### config.mk
export PLATFORM = sky130hd
export DESIGN_NAME = ula_seq_flat
export DESIGN_NICKNAME = d
export VERILOG_FILES = /design/src/rtl/ula_seq_if.sv /design/src/rtl/ula_seq.sv /design/src/flat_wrapper.sv
export SDC_FILE = /design/constraint.sdc
export NUM_CORES = 1
export LEC_CHECK = 0
export ABC_AREA = 1
export BUFFER_PORTS_ARGS = -buffer_cell sky130_fd_sc_hd__buf_2
export CAP_MARGIN = 0
export CORE_ASPECT_RATIO = 0.6
export CORE_MARGIN = 5
export CORE_UTILIZATION = 60
export DETAILED_ROUTE_END_ITERATION = 16
export PLACE_DENSITY = 0.82
export SYNTH_ARGS = -nofsm -noshare
export SYNTH_HDL_FRONTEND = slang
export SYNTH_SLANG_ARGS = --single-unit
### constraint.sdc
create_clock -name clk -period 2.6 [get_ports clk]
set_input_delay 0.52 -clock clk [delete_from_list [all_inputs] [get_ports clk]]
set_output_delay 0.52 -clock clk [all_outputs]
set_load 0.02 [all_outputs]
### src/rtl/ula_seq_if.sv
// Request/response bundle for the sequential ULA: operation request with
// valid/ready, result words with valid/ready, status flags and error.
interface ula_seq_if #(
    parameter int WIDTH = 8
);
    logic             in_valid;
    logic             in_ready;
    logic [3:0]       op;
    logic [WIDTH-1:0] a;
    logic [WIDTH-1:0] b;
    logic             out_valid;
    logic             out_ready;
    logic [WIDTH-1:0] result;
    logic [WIDTH-1:0] result_hi;
    logic             flag_z;
    logic             flag_n;
    logic             flag_c;
    logic             flag_v;
    logic             err;

    // Requester / result consumer side
    modport master (
        output in_valid, op, a, b, out_ready,
        input  in_ready, out_valid, result, result_hi,
               flag_z, flag_n, flag_c, flag_v, err
    );

    // ULA side
    modport slave (
        input  in_valid, op, a, b, out_ready,
        output in_ready, out_valid, result, result_hi,
               flag_z, flag_n, flag_c, flag_v, err
    );
endinterface

### src/rtl/ula_seq.sv
// Registered ULA with valid/ready handshakes, status flags, XOR, one-bit-per-
// cycle shifts and a shift-add multiplier. One operation in flight at a time.
module ula_seq #(
    parameter int WIDTH = 8,
    parameter int SHW   = $clog2(WIDTH)
) (
    input  logic      clk,
    input  logic      rst,
    ula_seq_if.slave  bus
);
    localparam int CW  = $clog2(WIDTH + 1);
    localparam int MSB = WIDTH - 1;

    localparam logic [3:0] OP_ADD = 4'd0;
    localparam logic [3:0] OP_SUB = 4'd1;
    localparam logic [3:0] OP_AND = 4'd2;
    localparam logic [3:0] OP_OR  = 4'd3;
    localparam logic [3:0] OP_NOT = 4'd4;
    localparam logic [3:0] OP_XOR = 4'd5;
    localparam logic [3:0] OP_SHL = 4'd6;
    localparam logic [3:0] OP_SHR = 4'd7;
    localparam logic [3:0] OP_MUL = 4'd8;

    typedef enum logic [1:0] {IDLE, BUSY, DONE} state_t;

    state_t           state;
    logic             in_ready_q;
    logic             out_valid_q;
    logic [WIDTH-1:0] res_q;
    logic [WIDTH-1:0] hi_q;
    logic             z_q, n_q, c_q, v_q, err_q;
    logic [3:0]       op_q;
    logic [WIDTH-1:0] a_q;
    logic [CW-1:0]    cnt_q;

    // Values loaded on the accept edge
    logic [WIDTH-1:0] acc_res;
    logic             acc_c, acc_v, acc_err, acc_multi;
    logic [CW-1:0]    acc_cnt;
    logic [WIDTH:0]   sum_ext, dif_ext;
    logic [SHW-1:0]   shamt;

    // Values produced by one BUSY iteration
    logic [WIDTH-1:0] st_res, st_hi;
    logic             st_c, st_v;
    logic [WIDTH:0]   madd;

    // Single-cycle results and multi-cycle setup from the live request
    always_comb begin
        sum_ext   = {1'b0, bus.a} + {1'b0, bus.b};
        dif_ext   = {1'b0, bus.a} + {1'b0, ~bus.b} + {{WIDTH{1'b0}}, 1'b1};
        shamt     = bus.b[SHW-1:0];
        acc_res   = '0;
        acc_c     = 1'b0;
        acc_v     = 1'b0;
        acc_err   = 1'b0;
        acc_multi = 1'b0;
        acc_cnt   = '0;
        case (bus.op)
            OP_ADD: begin
                acc_res = sum_ext[WIDTH-1:0];
                acc_c   = sum_ext[WIDTH];
                acc_v   = (bus.a[MSB] == bus.b[MSB]) && (sum_ext[MSB] != bus.a[MSB]);
            end
            OP_SUB: begin
                acc_res = dif_ext[WIDTH-1:0];
                acc_c   = dif_ext[WIDTH];
                acc_v   = (bus.a[MSB] != bus.b[MSB]) && (dif_ext[MSB] != bus.a[MSB]);
            end
            OP_AND: acc_res = bus.a & bus.b;
            OP_OR:  acc_res = bus.a | bus.b;
            OP_NOT: acc_res = ~bus.a;
            OP_XOR: acc_res = bus.a ^ bus.b;
            OP_SHL, OP_SHR: begin
                acc_res   = bus.a;
                acc_multi = (shamt != '0);
                acc_cnt   = CW'(shamt);
            end
            OP_MUL: begin
                // Multiplier rides in the low result word and is consumed
                // from bit 0 as the product shifts in from the top.
                acc_res   = bus.b;
                acc_multi = 1'b1;
                acc_cnt   = CW'(WIDTH);
            end
            default: acc_err = 1'b1;
        endcase
    end

    // One shift step or one shift-add multiply step on the held operands
    always_comb begin
        st_res = res_q;
        st_hi  = '0;
        st_c   = 1'b0;
        st_v   = 1'b0;
        madd   = {1'b0, hi_q} + (res_q[0] ? {1'b0, a_q} : '0);
        case (op_q)
            OP_SHL: begin
                st_res = res_q << 1;
                st_c   = res_q[MSB];
            end
            OP_SHR: begin
                st_res = res_q >> 1;
                st_c   = res_q[0];
            end
            OP_MUL: begin
                st_hi  = madd[WIDTH:1];
                st_res = {madd[0], res_q[WIDTH-1:1]};
                st_c   = (madd[WIDTH:1] != '0);
                st_v   = (madd[WIDTH:1] != '0);
            end
            default: ;
        endcase
    end

    // Control FSM with registered handshake outputs, result and flags
    always_ff @(posedge clk) begin
        if (rst) begin
            state       <= IDLE;
            in_ready_q  <= 1'b1;
            out_valid_q <= 1'b0;
            res_q       <= '0;
            hi_q        <= '0;
            z_q         <= 1'b0;
            n_q         <= 1'b0;
            c_q         <= 1'b0;
            v_q         <= 1'b0;
            err_q       <= 1'b0;
            op_q        <= '0;
            a_q         <= '0;
            cnt_q       <= '0;
        end else begin
            case (state)
                IDLE: begin
                    if (bus.in_valid) begin
                        op_q       <= bus.op;
                        a_q        <= bus.a;
                        cnt_q      <= acc_cnt;
                        res_q      <= acc_res;
                        hi_q       <= '0;
                        z_q        <= (acc_res == '0) && !acc_err;
                        n_q        <= acc_res[MSB];
                        c_q        <= acc_c;
                        v_q        <= acc_v;
                        err_q      <= acc_err;
                        in_ready_q <= 1'b0;
                        if (acc_multi) begin
                            state <= BUSY;
                        end else begin
                            state       <= DONE;
                            out_valid_q <= 1'b1;
                        end
                    end
                end
                BUSY: begin
                    res_q <= st_res;
                    hi_q  <= st_hi;
                    z_q   <= (st_res == '0) && (st_hi == '0);
                    n_q   <= st_res[MSB];
                    c_q   <= st_c;
                    v_q   <= st_v;
                    cnt_q <= cnt_q - CW'(1);
                    if (cnt_q == CW'(1)) begin
                        state       <= DONE;
                        out_valid_q <= 1'b1;
                    end
                end
                DONE: begin
                    if (bus.out_ready) begin
                        state       <= IDLE;
                        out_valid_q <= 1'b0;
                        in_ready_q  <= 1'b1;
                    end
                end
                default: begin
                    state       <= IDLE;
                    out_valid_q <= 1'b0;
                    in_ready_q  <= 1'b1;
                end
            endcase
        end
    end

    assign bus.in_ready  = in_ready_q;
    assign bus.out_valid = out_valid_q;
    assign bus.result    = res_q;
    assign bus.result_hi = hi_q;
    assign bus.flag_z    = z_q;
    assign bus.flag_n    = n_q;
    assign bus.flag_c    = c_q;
    assign bus.flag_v    = v_q;
    assign bus.err       = err_q;
endmodule

### src/flat_wrapper.sv
// flat-port wrapper written by rule: the top's interface ports become plain ports
module ula_seq_flat 
#(
    parameter int WIDTH = 8,
    parameter int SHW   = $clog2(WIDTH)
)
  (clk, rst, bus_in_valid, bus_op, bus_a, bus_b, bus_out_ready, bus_in_ready, bus_out_valid, bus_result, bus_result_hi, bus_flag_z, bus_flag_n, bus_flag_c, bus_flag_v, bus_err);
  ula_seq_if #(.WIDTH(WIDTH)) bus_i ();
  input  logic clk;
  input  logic rst;
  input wire logic [$bits(bus_i.in_valid)-1:0] bus_in_valid;
  input wire logic [$bits(bus_i.op)-1:0] bus_op;
  input wire logic [$bits(bus_i.a)-1:0] bus_a;
  input wire logic [$bits(bus_i.b)-1:0] bus_b;
  input wire logic [$bits(bus_i.out_ready)-1:0] bus_out_ready;
  output wire logic [$bits(bus_i.in_ready)-1:0] bus_in_ready;
  output wire logic [$bits(bus_i.out_valid)-1:0] bus_out_valid;
  output wire logic [$bits(bus_i.result)-1:0] bus_result;
  output wire logic [$bits(bus_i.result_hi)-1:0] bus_result_hi;
  output wire logic [$bits(bus_i.flag_z)-1:0] bus_flag_z;
  output wire logic [$bits(bus_i.flag_n)-1:0] bus_flag_n;
  output wire logic [$bits(bus_i.flag_c)-1:0] bus_flag_c;
  output wire logic [$bits(bus_i.flag_v)-1:0] bus_flag_v;
  output wire logic [$bits(bus_i.err)-1:0] bus_err;
  assign bus_i.in_valid = bus_in_valid;
  assign bus_i.op = bus_op;
  assign bus_i.a = bus_a;
  assign bus_i.b = bus_b;
  assign bus_i.out_ready = bus_out_ready;
  assign bus_in_ready = bus_i.in_ready;
  assign bus_out_valid = bus_i.out_valid;
  assign bus_result = bus_i.result;
  assign bus_result_hi = bus_i.result_hi;
  assign bus_flag_z = bus_i.flag_z;
  assign bus_flag_n = bus_i.flag_n;
  assign bus_flag_c = bus_i.flag_c;
  assign bus_flag_v = bus_i.flag_v;
  assign bus_err = bus_i.err;
  ula_seq #(.WIDTH(WIDTH), .SHW(SHW)) u_core (.clk(clk), .rst(rst), .bus(bus_i));
endmodule
Yosys cells after proc, flatten, opt, wreduce, memory -nomap -nowiden
Cells that the tools add are included.

word-level totals
  bits of input ports = 24
  bits in registers = 41
  output and inout bits = 23
  word-level logic and storage cells = 103

cells by class
  mux-type cells = 38
  add/subtract/negate cells = 5
  reduce and logical (&&, ||, !) cells = 19
  equal/unequal tests = 22
  bitwise gates (word level) = 6

operators by type and width
  operator                                                         count
  8-bit one-hot mux with 8 select lines                            1
  8-bit 2-to-1 mux                                                 4
  8-bit one-hot mux with 2 select lines                            2
  4-bit by 3-bit == test with 1-bit output, second input constant  6
  8-bit zero test                                                  3
  8-bit one-hot mux with 3 select lines                            1
  8-bit by 8-bit adder with 9-bit output                           2
  8-bit inverter                                                   2
  4-bit one-hot mux with 2 select lines                            2
  1-bit one-hot mux with 2 select lines                            7
  1-bit 2-to-1 mux                                                 12
  8-bit by 9-bit adder with 9-bit output                           1
  9-bit by 1-bit adder with 9-bit output, second input constant    1
  1-bit one-hot mux with 3 select lines                            3
  9-bit OR reduction                                               1
  8-bit bitwise AND                                                1
  4-bit by 1-bit == test with 1-bit output, second input constant  2
  4-bit by 2-bit == test with 1-bit output, second input constant  2
  4-bit == test, second input constant                             2
  2-bit 2-to-1 mux                                                 4
  8-bit OR                                                         1
  8-bit nonzero test                                               1
  8-bit bitwise XOR                                                1
  2-bit inequality test, second input constant                     3
  18 further kinds                                                 25

Longest topological paths before layout
Gate-level depths: netlist of the first run.

  depth after elaboration = 8
  gate-level depth with buffers = 18
  gate-level depth less buffers = 17

Worst setup path before layout of the first run
No wires, ideal clock.

  path kind = register to register
  from = register u_core.res_q[0], in the netlist u_core.bus.result[0]
  to = register u_core.c_q, in the netlist u_core.bus.flag_c
  buffers on the path = 1
  stages on the path, launching flop included = 18
  arrival = 2.092 ns
  required time = 2.481 ns
  setup slack = 0.388 ns
  cells stage by stage = dfxtp_1 clkbuf_1 nand2_1 inv_1 ha_1 fa_1 nand3_1 nand3_1 nand2_1 nand2_1 nor2_1 nand2_1 nor2_1 nand2_1 nand2_1 nand3_1 nand2_1 a21oi_1

on the way
  word-level cells in the longest chain between the ends = 5

RTL lines
  item                                       line            source
  start: declaration                         ula_seq.sv:29   logic [WIDTH-1:0] res_q;
  start signal: assignment                   ula_seq.sv:139  res_q <= acc_res;
  start signal: assignment                   ula_seq.sv:156  res_q <= st_res;
  8-bit 2-to-1 mux                           ula_seq.sv:96   madd = {1'b0, hi_q} + (res_q[0] ? {1'b0, a_q} : '0);
  8-bit by 9-bit adder with 9-bit output     ula_seq.sv:96
  8-bit nonzero test                         ula_seq.sv:109  st_c = (madd[WIDTH:1] != '0);
  1-bit one-hot mux with 3 select lines (*)  ula_seq.sv:97   case (op_q)
  1-bit one-hot mux with 2 select lines (*)  ula_seq.sv:133  case (state)
  end signal: assignment                     ula_seq.sv:160  c_q <= st_c;
  end: declaration                           ula_seq.sv:31   logic z_q, n_q, c_q, v_q, err_q;

Mark *: on every way between the ends. The rest lies on a longest branch, timed or not.
A chain may end at the register's enable or synchronous reset.

Final worst setup path of the first run
  from = register u_core.res_q[0], in the netlist u_core.bus.result[0]
  to = register u_core.z_q, in the netlist u_core.bus.flag_z

on the way
  word-level cells in the longest chain between the ends = 6

RTL lines
  item                                                                       line            source
  8-bit 2-to-1 mux                                                           ula_seq.sv:96
  8-bit by 9-bit adder with 9-bit output                                     ula_seq.sv:96
  8-bit one-hot mux with 3 select lines or 8-bit 2-to-1 mux (tied branches)  ula_seq.sv:97
  8-bit zero test                                                            ula_seq.sv:158  z_q <= (st_res == '0) && (st_hi == '0);
  1-bit logical AND (*)                                                      ula_seq.sv:158
  1-bit one-hot mux with 2 select lines (*)                                  ula_seq.sv:133
  end signal: assignment                                                     ula_seq.sv:141  z_q <= (acc_res == '0) && !acc_err;
  end signal: assignment                                                     ula_seq.sv:158
  end: declaration                                                           ula_seq.sv:31

Marks and branches as above.

==> implementation parameters, run 1 <==
Parameter                              Value

Clocking
  Number of levels in the clock H-tree ... 2
  Post-CTS Hold Buffers ... 0
  Clock-pin transition on the worst setup and hold timing paths ... 0.09 ns
  Number of buffers between clock root and the deepest sink ... 2
  Clock sink total ... 40
  Number of CTS-inserted buffers ... 5
  Clock tree from TritonCTS ... yes
  Clk root buf ... clkbuf_8
  Post-cts sizing count ... 0
  Worst skew pair latency ... 0.31 ns
  Number of setup buffers added after CTS ... 0

Global route
  Total routing usage reported by global routing ... 31.46%
  Number of global-route vias before repair ... 4172
  Total overflow reported by the global router ... 0
  Largest net degree at the start of global routing ... 31
  Initial antenna violation count ... 0
  Wire length of the first global-routing pass ... 20.77 mm

Timing
  Hold violation count in the final report ... 0
  Pin slew with the least headroom to its limit ... 0.6131 ns
  Crit share post-route ... 90.50%
  Final min period ... 2.353 ns
  Relative slew slack ... 59.08%
  Unrepaired setup endpoints after global routing ... false
  Final setup violation count ... 0
  Final-layout setup total negative slack ... 0 ns
  Maximum clock skew at final layout ... 0.01357 ns
  Max Transition Viols Final ... 0
  Timing-limited maximum frequency ... 0.4250 GHz

Layout
  Antenna diode instance count ... 0
  Final layout net count ... 781
  Core occupancy in the finished layout ... 69.90%
  Storage element area ... 800.8 sq um
  Multi-input gate area in the final layout ... 2601 sq um
  Number of fill cells ... 581
  Growth of design area from synthesis to finish ... 11.43%
  Ratio of cells with drive above 1 in the final layout ... 11.10%

Pwr
  Power density over the cells ... 522.9 nW/um^2
  Leakage power ... 2.394 nW
  Worst IR Drop VDD ... 476.9 uV

Critical path
  Stage delay of the slowest cell on the critical path ... 0.43 ns
  Data required time at the worst endpoint ... 2.87 ns
  Critical Path Source Type ... flip-flop
  Kind of end point of the critical path ... flip-flop
  Reg2reg start ... u_core.bus.result[0]
  Crit path kind ... flip-flop to flip-flop
  Crit-path cells ... nand2_1 > inv_1 > ha_1 > fa_1 > nand3_1 > nand3_1 > nand2_1 > nand2_1 > nor2_1 > nand2_1 > nor2_1 > nand2_1 > nand2_1 > nand3_1 > nand3_1 > nand2_1 > inv_1
  Arrival time of the worst setup path ... 2.62 ns
  Most used cell, CP ... nand2_1
  Cell type of the slowest stage on the worst timing path ... fa_1
  CP Max Fanout ... 3
  Crit. Startpoint ... u_core.bus.result[0]

Logic synthesis
  Synth unique cells ... 29
  Area of the mapped netlist ... 3885 sq um
  Synthesized area divided by synthesized cell count ... 5.773 sq um
  Warnings, synthesis ... 0
  Post-synthesis sequential area ratio ... 20.61%
  Seq cells post-synth ... 40
  Library cell occupying the most area in the post-synthesis netlist ... dfxtp_1
  Gate count after technology mapping ... 673
  Synthesized netlist net count ... 734
  Largest cells by area after synthesis ... dfxtp_1 (21%), nand2_1 (20%), nand3_1 (12%)
  Synth top area share ... 20.61%

Routing
  Via density per instance ... 5.754
  Routed WL ... 12.63 mm
  Initial DRC count ... 643
  Detailed Routing Iterations Pass 1 ... 6
  Post-detailed-route DRC marker count ... 0
  Drt wl/cell ... 15.68 um
  Total via count in the routed design ... 4632
  Post-DRT Antenna Nets ... 0

Die
  Ports placed on the boundary ... 47
  Overall die area ... 8237 sq um
  Chip Width ... 113.9 um
  Die extent in y ... 72.33 um
  Initial standard-cell utilization of the core ... 62.73%
  Std cell rows ... 22
  CORE AREA ... 6193 sq um

Place
  Global placement routability congestion ... 1.012
  Post-detail-place hpwl ... 10.06 mm
  Number of buffers inserted by port buffering ... 46

Hold path
  Path class of the lowest-slack min-delay path ... flip-flop to flip-flop
  Launch point of the worst hold path ... u_core.bus.out_valid

Run status
  Run status ... finished clean

Flow run
  Max-cap viol count ... 0
area by class of cell:
| type | instances | area share [%] |
|---|---|---|
| clock inverters | 3 | 0.9827 |
| multi-input cells | 513 | 60.09 |
| clock buffers | 5 | 1.590 |
| inverters | 100 | 8.671 |
| flip-flops and latches | 40 | 18.50 |
| well taps | 84 | 2.428 |
| repair buffers | 60 | 7.746 |
cells by family after synthesis:
logic type	count (synthesis)	share of synthesized area [%]
flops	40	20.61
buf+inv	120	12.43
simple gates	383	41.45
xor+xnor	3	0.6765
fa+ha+maj	37	12.50
compound gates	90	12.33
report_power, final:
group,leakage [nW],switching [mW],internal [mW]
clock,0.0541,0.256,0.285
combinational,2.01,0.647,0.287
sequential,0.328,0.0795,0.710
critical path: cells and delay by family, from the launching register on:
family | cells | cell delay (ns)
simple gates | 13 | 1.25
fa+ha+maj | 2 | 0.63
flops | 1 | 0.33
buf+inv | 2 | 0.09
routing by layer:
metal	track usage, %	vias up	part of all wire (%)
met5	0	-	0
met4	6.456	0	0.96
met3	8.583	18	14
met2	43.57	276	39
met1	48.13	2084	46
li1	-	2254	-
metrics by stage:
stage          setup WS, ns  cell area [sq um]  hold WS (ns)  std cells  power, mW
2_1_floorplan        0.3882               3885        0.4642        673      1.421
3_3_place_gp         0.1444               4218        0.4584        797      1.671
3_5_place_dp         0.1255               4218        0.4739        797      1.700
4_1_cts              0.2845               4329        0.4860        805      2.231
5_1_grt             0.03119               4329        0.5030        805      2.403
6_report             0.2470               4329        0.4849        805      2.264
layout by cell type, fill, tap and decap left out:
cell | netlist | routed
nand3_1 | 95 | 95
o21ai_1 | 1 | 1
a22oi_1 | 1 | 1
clkinvlp_4 | 0 | 1
nor2_1 | 61 | 61
inv_1 | 97 | 97
o21bai_1 | 1 | 1
buf_2 | 5 | 46
xnor2_1 | 1 | 1
nand4_1 | 5 | 5
nand2_2 | 2 | 2
a211oi_1 | 1 | 1
o211ai_1 | 2 | 2
bufinv_16 | 0 | 1
ha_1 | 34 | 34
a21oi_1 | 38 | 38
fa_1 | 3 | 3
nor3_1 | 6 | 6
clkinv_2 | 0 | 1
clkbuf_8 | 0 | 5
nand2_1 | 204 | 204
o22ai_1 | 2 | 2
a31oi_1 | 9 | 9
inv_2 | 3 | 3
o21ai_0 | 34 | 34
o21a_1 | 1 | 1
nand3b_1 | 3 | 3
buf_4 | 3 | 14
dfxtp_1 | 40 | 40
xor2_1 | 2 | 2
nor2_2 | 7 | 7
sequential cells by signal, summed over array words and instances, names as in the netlist:
signal and flops:
u_core.state 2, u_core.bus.result 8, u_core.bus.flag_z 1, u_core.cnt_q 4, u_core.bus.flag_v 1, u_core.bus.result_hi 8, u_core.bus.out_valid 1, u_core.op_q 4
u_core.bus.flag_c 1, u_core.a_q 8, u_core.bus.in_ready 1, u_core.bus.err 1
final timing paths:
| check | to | slack [ns] | depth (start not counted) |
|---|---|---|---|
| max | u_core.bus.flag_z | 0.25 | 17 |
| min | u_core.bus.out_valid | 0.48 | 2 |
| max reg2reg | u_core.bus.flag_z | 0.25 | 17 |
| min reg2reg | u_core.bus.out_valid | 0.48 | 2 |
synthesized netlist by cell type:
| master | number |
|---|---|
| nor2_2 | 7 |
| nor3_1 | 6 |
| a21oi_1 | 38 |
| xnor2_1 | 1 |
| o22ai_1 | 2 |
| nand2_2 | 2 |
| nand2_1 | 204 |
| a211oi_1 | 1 |
| o21ai_0 | 34 |
| buf_2 | 5 |
| a22oi_1 | 1 |
| inv_2 | 3 |
| ha_1 | 34 |
| dfxtp_1 | 40 |
| o211ai_1 | 2 |
| fa_1 | 3 |
| nor2_1 | 61 |
| buf_6 | 2 |
| o21ai_1 | 1 |
| nand3b_1 | 3 |
| inv_1 | 97 |
| nand3_1 | 95 |
| o21a_1 | 1 |
| clkbuf_1 | 10 |
| buf_4 | 3 |
| o21bai_1 | 1 |
| a31oi_1 | 9 |
| xor2_1 | 2 |
| nand4_1 | 5 |
No activity file was read; power rests on OpenSTA's default activity.
==> run 2: changes to the inputs <==
- RECOVER_POWER: default -> 25
- clock period: 2.6 -> 2.7 ns (I/O delays scaled with it)
==> implementation parameters, run 2 (synthesis gave the netlist of run 1 again) <==
Parameter                              Value

Run status
  Run status ... finished clean

Place
  Post-detail-place hpwl ... 10.05 mm
  Global placement routability congestion ... 1.003
  Worst setup slack before clock tree synthesis ... 0.1727 ns
  Number of buffers inserted by port buffering ... 46
  Placed cell areas ... 4195 sq um
  Cell total after placement ... 794

Routing
  Initial DRC count ... 682
  Total via count in the routed design ... 4706
  Via density per instance ... 5.868
  Post-DRT Antenna Nets ... 0
  Drt wl/cell ... 15.88 um
  Post-detailed-route DRC marker count ... 0
  Detailed Routing Iterations Pass 1 ... 5
  Routed WL ... 12.74 mm

Layout
  Ratio of cells with drive above 1 in the final layout ... 8.914%
  Commonest non-fill, non-tap cell in the layout ... nand2_1
  Multi-input gate area in the final layout ... 2601 sq um
  Cell area after layout ... 4290 sq um
  Growth of design area from synthesis to finish ... 10.43%
  Antenna diode instance count ... 0
  Fin cells ... 802
  Storage element area ... 800.8 sq um
  Number of fill cells ... 581
  Commonest cells after routing, fill and taps aside ... nand2_1 (204), inv_1 (97), nand3_1 (95)
  Final layout net count ... 778

Hold path
  Capture endpoint of the worst hold path ... u_core.bus.out_valid
  Path class of the lowest-slack min-delay path ... flip-flop to flip-flop
  Launch point of the worst hold path ... u_core.bus.out_valid
  Min-Delay Path Depth ... 2

Clocking
  Clock sink total ... 40
  Number of buffers between clock root and the deepest sink ... 2
  Clock-pin transition on the worst setup and hold timing paths ... 0.09 ns
  Worst skew pair latency ... 0.30 ns
  Number of setup buffers added after CTS ... 0
  Post-CTS Hold Buffers ... 0
  Post-cts sizing count ... 0
  Number of CTS-inserted buffers ... 5
  Clock tree from TritonCTS ... yes
  Clk root buf ... clkbuf_8
  Number of levels in the clock H-tree ... 2

Timing
  Fin worst setup slack ... 0.3244 ns
  Final setup violation count ... 0
  Max Transition Viols Final ... 0
  Pin slew with the least headroom to its limit ... 1.082 ns
  Timing-limited maximum frequency ... 0.4209 GHz
  Crit share post-route ... 87.99%
  Final-layout setup total negative slack ... 0 ns
  Unrepaired setup endpoints after global routing ... false
  Final min period ... 2.376 ns
  Maximum clock skew at final layout ... 0.005374 ns
  Hold violation count in the final report ... 0
  Relative slew slack ... 27.88%

Pwr
  Leakage power ... 2.328 nW
  Sequential Power Share ... 35.0%
  Internal power component ... 1.229 mW
  Net Switching ... 940.8 uW
  Power density over the cells ... 505.7 nW/um^2
  Worst IR Drop VDD ... 543.7 uV
  Relative contribution of combinational cells to total power ... 41.4%
  Proportion of total power due to net switching ... 43.36%
  Clock power share ... 23.5%

Critical path
  Kind of end point of the critical path ... flip-flop
  Data required time at the worst endpoint ... 2.95 ns
  Reg2reg start ... u_core.bus.result[0]
  Most used cell, CP ... nand2_1
  Worst-case register-to-register setup slack ... 0.32 ns
  CP Max Fanout ... 6
  Crit path kind ... flip-flop to flip-flop
  Crit-path cells ... nand2_1 > inv_1 > ha_1 > fa_1 > nand3_1 > nand3_1 > nand2_1 > nand2_1 > nor2_1 > nand2_1 > nor2_1 > nand2_1 > nand2_1 > nand3_1 > nand3_1 > nand2_1 > inv_1
  Worst reg2reg path depth ... 17
  Critical Path Source Type ... flip-flop
  Arrival time of the worst setup path ... 2.63 ns
  Cell type of the slowest stage on the worst timing path ... fa_1
  Crit Reg-Reg Endpoint ... u_core.bus.flag_z
  Stage delay of the slowest cell on the critical path ... 0.42 ns

Global route
  Wire length of the first global-routing pass ... 20.27 mm
  Total overflow reported by the global router ... 0
  Initial antenna violation count ... 0
  Number of global-route vias before repair ... 4029
  Largest net degree at the start of global routing ... 24
  Total routing usage reported by global routing ... 30.70%

Flow run
  Max-cap viol count ... 0

Die
  Ports placed on the boundary ... 47
  Overall die area ... 8237 sq um
  Initial standard-cell utilization of the core ... 62.73%
  Die extent in y ... 72.33 um
  Std cell rows ... 22
  CORE AREA ... 6193 sq um
  Chip Width ... 113.9 um
-- run 2: cell count changes in the layout (fill, tap and decap cells not counted) --
cell      previous run  this run
buf_2               46        33
clkbuf_1             0        13
buf_4               14        11
-- run 2: routing by layer --
metal,vias to the layer above,global-route usage [%],share of wire [%]
li1,2234,-,-
met1,2144,47.84,46
met2,311,42.60,39
met3,17,7.833,15
met4,0,4.611,0.71
met5,-,0,0
-- run 2: worst max-delay path by stage --
stage | from | endpoint | depth (start not counted)
after global placement | bus_b[0] | u_core.bus.flag_c | 15
after detailed placement | bus_b[0] | u_core.bus.flag_z | 15
final | u_core.bus.result[0] | u_core.bus.flag_z | 17
after floorplan | u_core.bus.result[0] | u_core.bus.flag_c | 17
after CTS | u_core.bus.result[0] | u_core.bus.flag_z | 17
after global routing | u_core.bus.result[0] | u_core.bus.flag_z | 17
-- run 2: layout make-up --
type / count / area share (%)
Clock buffer: 5 / 1.604
Clock inverter: 3 / 0.9915
Inverter: 100 / 8.749
Multi-Input combinational cell: 513 / 60.63
Sequential cell: 40 / 18.66
Tap cell: 84 / 2.450
Timing Repair Buffer: 57 / 6.912
-- run 2: power groups by stage --
stage / Clock (mW) / Sequential, mW / Combinational [mW]
global placement: 0 / 0.764 / 0.854
floorplan: 0 / 0.790 / 0.578
global route: 0.535 / 0.768 / 0.994
detailed placement: 0 / 0.768 / 0.871
CTS: 0.504 / 0.756 / 0.876
finish: 0.511 / 0.760 / 0.899
-- run 2: worst max-delay path: cells and delay by family (launching register included) --
kind | cells | cell delay (ns)
and+or+nand+nor | 13 | 1.26
DFF | 1 | 0.37
buffers and inverters | 2 | 0.09
adders and majority gates | 2 | 0.61
-- run 2: per-stage QoR --
step           power (mW)  util [%]  hold WS, ns
2_1_floorplan       1.368         -       0.4642
3_3_place_gp        1.618     67.74       0.4612
3_5_place_dp        1.639     67.74       0.4743
4_1_cts             2.136     69.54       0.4886
5_1_grt             2.297     69.27       0.5265
6_report            2.170     69.27       0.4909
